## config.mk

```make
export PLATFORM = sky130hd
export DESIGN_NAME = pixel_framebuffer
export DESIGN_NICKNAME = d
export VERILOG_FILES = /design/src/rtl/pixel_framebuffer.sv
export SDC_FILE = /design/constraint.sdc
export NUM_CORES = 2
export LEC_CHECK = 0
export ABC_AREA = 0
export BUFFER_PORTS_ARGS = -buffer_cell sky130_fd_sc_hd__buf_2
export CAP_MARGIN = 10
export CORE_MARGIN = 5
export CORE_UTILIZATION = 42
export DETAILED_ROUTE_END_ITERATION = 16
export PLACE_DENSITY = 0.69
export SETUP_SLACK_MARGIN = 0.5
export SYNTH_ARGS = -nofsm -noshare
export SYNTH_HDL_FRONTEND = slang
export SYNTH_SLANG_ARGS = --single-unit
```

## constraint.sdc

```tcl
create_clock -name clk -period 5.52 [get_ports clk]
set_input_delay 1.104 -clock clk [delete_from_list [all_inputs] [get_ports clk]]
set_output_delay 1.104 -clock clk [all_outputs]
set_load 0.005 [all_outputs]
```

## src/rtl/pixel_framebuffer.sv

```systemverilog
// Double-buffered pixel store between the UART byte stream and the HUB75 scan driver.
// Framed uploads fill the back bank; banks swap only on the driver's frame boundary.
module pixel_framebuffer #(
   parameter int         length   = 5,
   parameter int         bitdepth = 8,
   parameter int         scan_bit = 3,
   parameter logic [7:0] SYNC     = 8'hA5,
   localparam int        NPIX     = length * (1 << scan_bit),
   localparam int        AW       = $clog2(NPIX),
   localparam int        PW       = 3 * bitdepth
) (
   input  logic          clk,
   input  logic          reset,
   input  logic [7:0]    in_data,
   input  logic          in_valid,
   output logic          in_ready,
   input  logic [AW-1:0] rd_addr,
   output logic [PW-1:0] data1,
   output logic [PW-1:0] data2,
   input  logic          frame_start,
   output logic          swapped,
   output logic          load_active
);

   localparam int PIXW = $clog2(2 * NPIX);

   typedef enum logic [1:0] {
      S_IDLE,
      S_LOAD,
      S_PENDING
   } state_t;

   state_t              r_state;
   logic                r_fsel;
   logic                r_in_ready;
   logic                r_swapped;
   logic [PIXW-1:0]     r_pix;
   logic [1:0]          r_ch;
   logic [bitdepth-1:0] r_red;
   logic [bitdepth-1:0] r_grn;
   logic [PW-1:0]       r_data1;
   logic [PW-1:0]       r_data2;

   logic                w_accept;
   logic [bitdepth-1:0] w_chan;
   logic                w_last_pix;
   logic                w_we;
   logic                w_upper;
   logic [AW-1:0]       w_waddr;
   logic [PW-1:0]       w_wdata;
   logic                w_rd_ok;
   logic [AW-1:0]       w_raddr;
   logic [PW-1:0]       w_up_rd [2];
   logic [PW-1:0]       w_lo_rd [2];

   assign w_accept   = in_valid & r_in_ready;
   assign w_chan     = in_data[7 -: bitdepth];
   assign w_last_pix = (r_pix == PIXW'(2 * NPIX - 1));
   assign w_we       = w_accept && (r_state == S_LOAD) && (r_ch == 2'd2);
   assign w_upper    = (r_pix < PIXW'(NPIX));
   assign w_waddr    = w_upper ? AW'(r_pix) : AW'(r_pix - PIXW'(NPIX));
   assign w_wdata    = {r_red, r_grn, w_chan};

   // Out-of-range driver addresses read as black; clamp the index so the array is never overrun.
   assign w_rd_ok    = ({1'b0, rd_addr} < (AW + 1)'(NPIX));
   assign w_raddr    = w_rd_ok ? rd_addr : '0;

   genvar gi;
   generate
      for (gi = 0; gi < 2; gi++) begin : g_bank
         logic [PW-1:0] r_up [NPIX];
         logic [PW-1:0] r_lo [NPIX];
         logic          w_is_back;

         assign w_is_back = (r_fsel != (gi == 1));

         always_ff @(posedge clk) begin
            if (w_we && w_is_back) begin
               if (w_upper) begin
                  r_up[w_waddr] <= w_wdata;
               end else begin
                  r_lo[w_waddr] <= w_wdata;
               end
            end
         end

         assign w_up_rd[gi] = r_up[w_raddr];
         assign w_lo_rd[gi] = r_lo[w_raddr];
      end
   endgenerate

   // r_fsel is sampled before the swap edge updates it, so the swap cycle still reads the old image.
   always_ff @(posedge clk or posedge reset) begin
      if (reset) begin
         r_data1 <= '0;
         r_data2 <= '0;
      end else begin
         r_data1 <= w_rd_ok ? w_up_rd[r_fsel] : '0;
         r_data2 <= w_rd_ok ? w_lo_rd[r_fsel] : '0;
      end
   end

   always_ff @(posedge clk or posedge reset) begin
      if (reset) begin
         r_state    <= S_IDLE;
         r_fsel     <= 1'b0;
         r_in_ready <= 1'b0;
         r_swapped  <= 1'b0;
         r_pix      <= '0;
         r_ch       <= 2'd0;
         r_red      <= '0;
         r_grn      <= '0;
      end else begin
         r_swapped <= 1'b0;
         case (r_state)
            S_IDLE: begin
               r_in_ready <= 1'b1;
               if (w_accept && (in_data == SYNC)) begin
                  r_state <= S_LOAD;
                  r_pix   <= '0;
                  r_ch    <= 2'd0;
               end
            end
            S_LOAD: begin
               r_in_ready <= 1'b1;
               if (w_accept) begin
                  case (r_ch)
                     2'd0: begin
                        r_red <= w_chan;
                        r_ch  <= 2'd1;
                     end
                     2'd1: begin
                        r_grn <= w_chan;
                        r_ch  <= 2'd2;
                     end
                     default: begin
                        r_ch <= 2'd0;
                        if (w_last_pix) begin
                           r_state    <= S_PENDING;
                           r_in_ready <= 1'b0;
                           r_pix      <= '0;
                        end else begin
                           r_pix <= r_pix + 1'b1;
                        end
                     end
                  endcase
               end
            end
            S_PENDING: begin
               r_in_ready <= 1'b0;
               if (frame_start) begin
                  r_fsel     <= ~r_fsel;
                  r_swapped  <= 1'b1;
                  r_state    <= S_IDLE;
                  r_in_ready <= 1'b1;
               end
            end
            default: begin
               r_state    <= S_IDLE;
               r_in_ready <= 1'b0;
            end
         endcase
      end
   end

   assign in_ready    = r_in_ready;
   assign swapped     = r_swapped;
   assign load_active = (r_state == S_LOAD);
   assign data1       = r_data1;
   assign data2       = r_data2;

endmodule
```

==> results.yml <==
floorplan:
  dieWidth_um: 611
  io_pins: 69
  core_sq_um: 360000
  start_util_pct: 42.2
  rows: 220
  dieArea_sq_um: 374000
  die_y_um: 611
cts:
  post_cts_resized: 0
  cts_buffers: 377
  clk_latency_ps: 980
  cts_max_level: 5
  cts_hold_buffers: 0
  clkTransAtPathRegs_ps: 70
  cts_root_buf: "clkbuf_16"
  cts_tree: "done"
  cts_sinks: 3918
  post-cts-setup-buffer-count: 0
  clockBufferDepth: 4
timing:
  worst_slew_pin_slew_ps: 1400
  rsz0062_at_grt: "false"
  finalClockSkew_ps: 57.1
  fmax_ghz: 0.211
  worst_slack_ps: 782
  slew_viol_final: 0
  post-route-min-period_ps: 4740
  fin_crit_sh_pct: 85.8
  whs_ps: 448
  setup_viol: 0
  hold_viol_final: 0
  slew_headroom_pct: 5.54
placement:
  place_area_sq_um: 161000
  routabilityCongestion: 0.964
  dp_hpwl_mm: 287
  dp_slack_ps: -63.3
  io_buffers: 68
power_and_ir_drop:
  pwr-share-seq_pct: 53.3
  p_total_mw: 68.0
  combPwrFrac_pct: 8.8
  p_sw_mw: 17.1
  powerDensity_nw_per_um2: 392
  ir_worst_vdd_v: 0.000302
  leakagePower_nw: 56.3
  p_int_mw: 50.9
  p_sw_share_pct: 25.1
  clock_power_share_pct: 37.9
logic_synthesis:
  ys_seq_area_share_pct: 77.2
  yosys.area.top_type_share_pct: 75.9
  yosys_register_bits: 3918
  yosysUniqueCellTypes: 77
  synthesis.nets: 9045
  syn_inst: 9024
  synth.area.top_cells: "edfxtp_1 76%, mux2i_1 3.3%, a221oi_1 3.0%"
  synth_area_leader_cell: "edfxtp_1"
  postSynthAreaPerCell_sq_um: 16.8
  syn_area_sq_um: 152000
  synthArstFlopShare_pct: 1.99
  yosysWarnings: 0
  synth_edf_count: 3840
  synth_top_flop_cell: "edfxtp_1"
worst_setup_path:
  critPathKind: "input port to flop"
  cp_cell_sequence: "buf_2 > o21ai_4 > and2_4 > buf_4 > buf_4 > mux2i_1 > o22ai_1 > nor4_1 > o22ai_1 > o22a_1"
  slowest_delay_ps: 990
  worstSetupEndpointType: "flop"
  path_max_fanout: 31
  crit_required_ps: 6320
  critPathArrivalTime_ps: 5540
  crit_path_top_delay_cell: "nor4_1"
  startpoint_type: "input port"
hold_path:
  hold_path.class: "input port to flop"
detailed_routing:
  drt_iter0_drc: 15500
  wl_mm: 480
  post_drt_wl_per_cell_um: 33.2
  drt_first_pass_iters: 8
  ant_nets: 0
  drc: 0
  vias_per_cell: 6.40
  via_count: 92600
global_route:
  antenna_found_initial: 63
  grt_max_degree: 149
  grt_use_total_pct: 24.9
  grt-ovfl-total: 0
  grt_pass1_wl_mm: 672
  grt_pass1_vias: 88500
layout:
  nets: 9397
  drive_gt1_share_pct: 17.5
  final_area_sq_um: 174000
  n_fill_cell: 29100
  area_growth_syn_to_layout_pct: 14.4
run:
  maxCapViolCount: 0
run_status:
  status: "finished clean"
==> synth_stat cells (33+ instances only) <==
cell type,count
edfxtp_1,3840
nand2_1,829
a221oi_1,519
mux2i_1,497
a21oi_1,419
clkbuf_1,332
a211oi_1,297
nor3_1,252
buf_2,244
o21ai_0,190
nand3_1,180
mux4_2,138
a31oi_1,128
mux2_2,118
a311oi_1,96
nor2b_1,92
nor2_1,88
dfrtp_1,78
buf_1,77
and3_1,67
a221o_1,53
nor4_1,49
o221ai_1,45
o22ai_1,43
buf_4,33
==> cell type report <==
| class | count | area [sq um] | share of cell area, % |
|---|---|---|---|
| well taps | 4773 | 5970 | 3.44 |
| clock inverters | 197 | 2060 | 1.19 |
| flip-flops and latches | 3918 | 117000 | 67.5 |
| multi-input cells | 4403 | 32500 | 18.7 |
| clock buffers | 483 | 10100 | 5.82 |
| repair buffers | 669 | 5660 | 3.26 |
| diodes | 29 | 72.6 | 0.0418 |
| inverters | 7 | 28.8 | 0.0166 |
==> flip-flops by register name, indices dropped and copies added (netlist names) <==
register	flops
g_bank.r_lo	1920
g_bank.r_up	1920
data1	24
data2	24
r_grn	8
r_red	8
r_pix	7
r_ch	2
r_state	2
g_bank.w_is_back	1
in_ready	1
swapped	1
==> stage by stage <==
stage,setup TNS [ps],utilization [%],std cells
after global routing,0,48.3,14500
after CTS,0,48.3,14500
after floorplan,0,-,9024
after global placement,-200,44.9,13800
after detailed placement,-65.1,44.9,13800
final,0,48.3,14500
==> metal layers <==
| metal | GRT usage [%] | part of all wire [%] |
|---|---|---|
| met5 | 0 | 0.031 |
| met4 | 14.3 | 6.6 |
| met3 | 7.06 | 13 |
| met2 | 37.8 | 45 |
| met1 | 32.2 | 35 |
==> placed cells by master, fill, tap and decap left out, drive strengths merged, types with 96 or more instances in the layout <==
| cell type | instances |
|---|---|
| edfxtp | 3840 |
| nand2 | 829 |
| buf | 669 |
| a221oi | 520 |
| mux2i | 497 |
| clkbuf | 483 |
| a21oi | 419 |
| a211oi | 297 |
| nor3 | 259 |
| o21ai | 192 |
| nand3 | 180 |
| mux4 | 138 |
| clkinv | 138 |
| a31oi | 128 |
| mux2 | 118 |
| a311oi | 96 |
==> worst paths after layout <==
| path | start | to | slack [ps] | depth (start not counted) |
|---|---|---|---|---|
| worst max-delay path | rd_addr[4] | data2[16]$_DFF_PP0_ | 780 | 10 |
| worst min-delay path | frame_start | in_ready$_DFF_PP0_ | 450 | 3 |
| worst max register to register | r_state[1]$_DFFE_PP0P_ | g_bank[0].r_up[11][3]$_DFFE_PP_ | 1390 | 8 |
| worst min register to register | r_state[0]$_DFFE_PP0P_ | in_ready$_DFF_PP0_ | 530 | 1 |
| max in group asynchronous | reset | data2[9]$_DFF_PP0_ | 3610 | 3 |
| min in group asynchronous | reset | r_grn[7]$_DFFE_PP0P_ | 460 | 2 |
==> logic make-up (layout without fill, tap and decap cells) <==
family	count (synthesis)	after routing	synth area share (%)
DFF	3918	3918	77.2
AOI/OAI and AO/OA	1991	1991	9.49
and+or+nand+nor	1654	1654	5.02
muxes	753	753	6.19
buffers and inverters	703	1356	2.08
adders and majority gates	3	3	0.0247
xor gates and xnor gates	2	2	0.0115
other	0	29	0
==> worst max-delay path: cells and delay by family <==
family	cells	cell delay, ps
buffers and inverters	3	920
muxes	1	230
and+or+nand+nor	2	1620
AOI/OAI and AO/OA	4	1590
==> power by group through the flow <==
stage	registers (mW)	logic, mW	clock network, mW
6_report	36.2	6.02	25.8
2_1_floorplan	37.0	1.97	0
3_3_place_gp	36.8	5.63	0
5_1_grt	36.2	6.14	27.2
3_5_place_dp	36.8	5.80	0
4_1_cts	36.2	5.82	25.9
No activity file was read; power rests on OpenSTA's default activity.
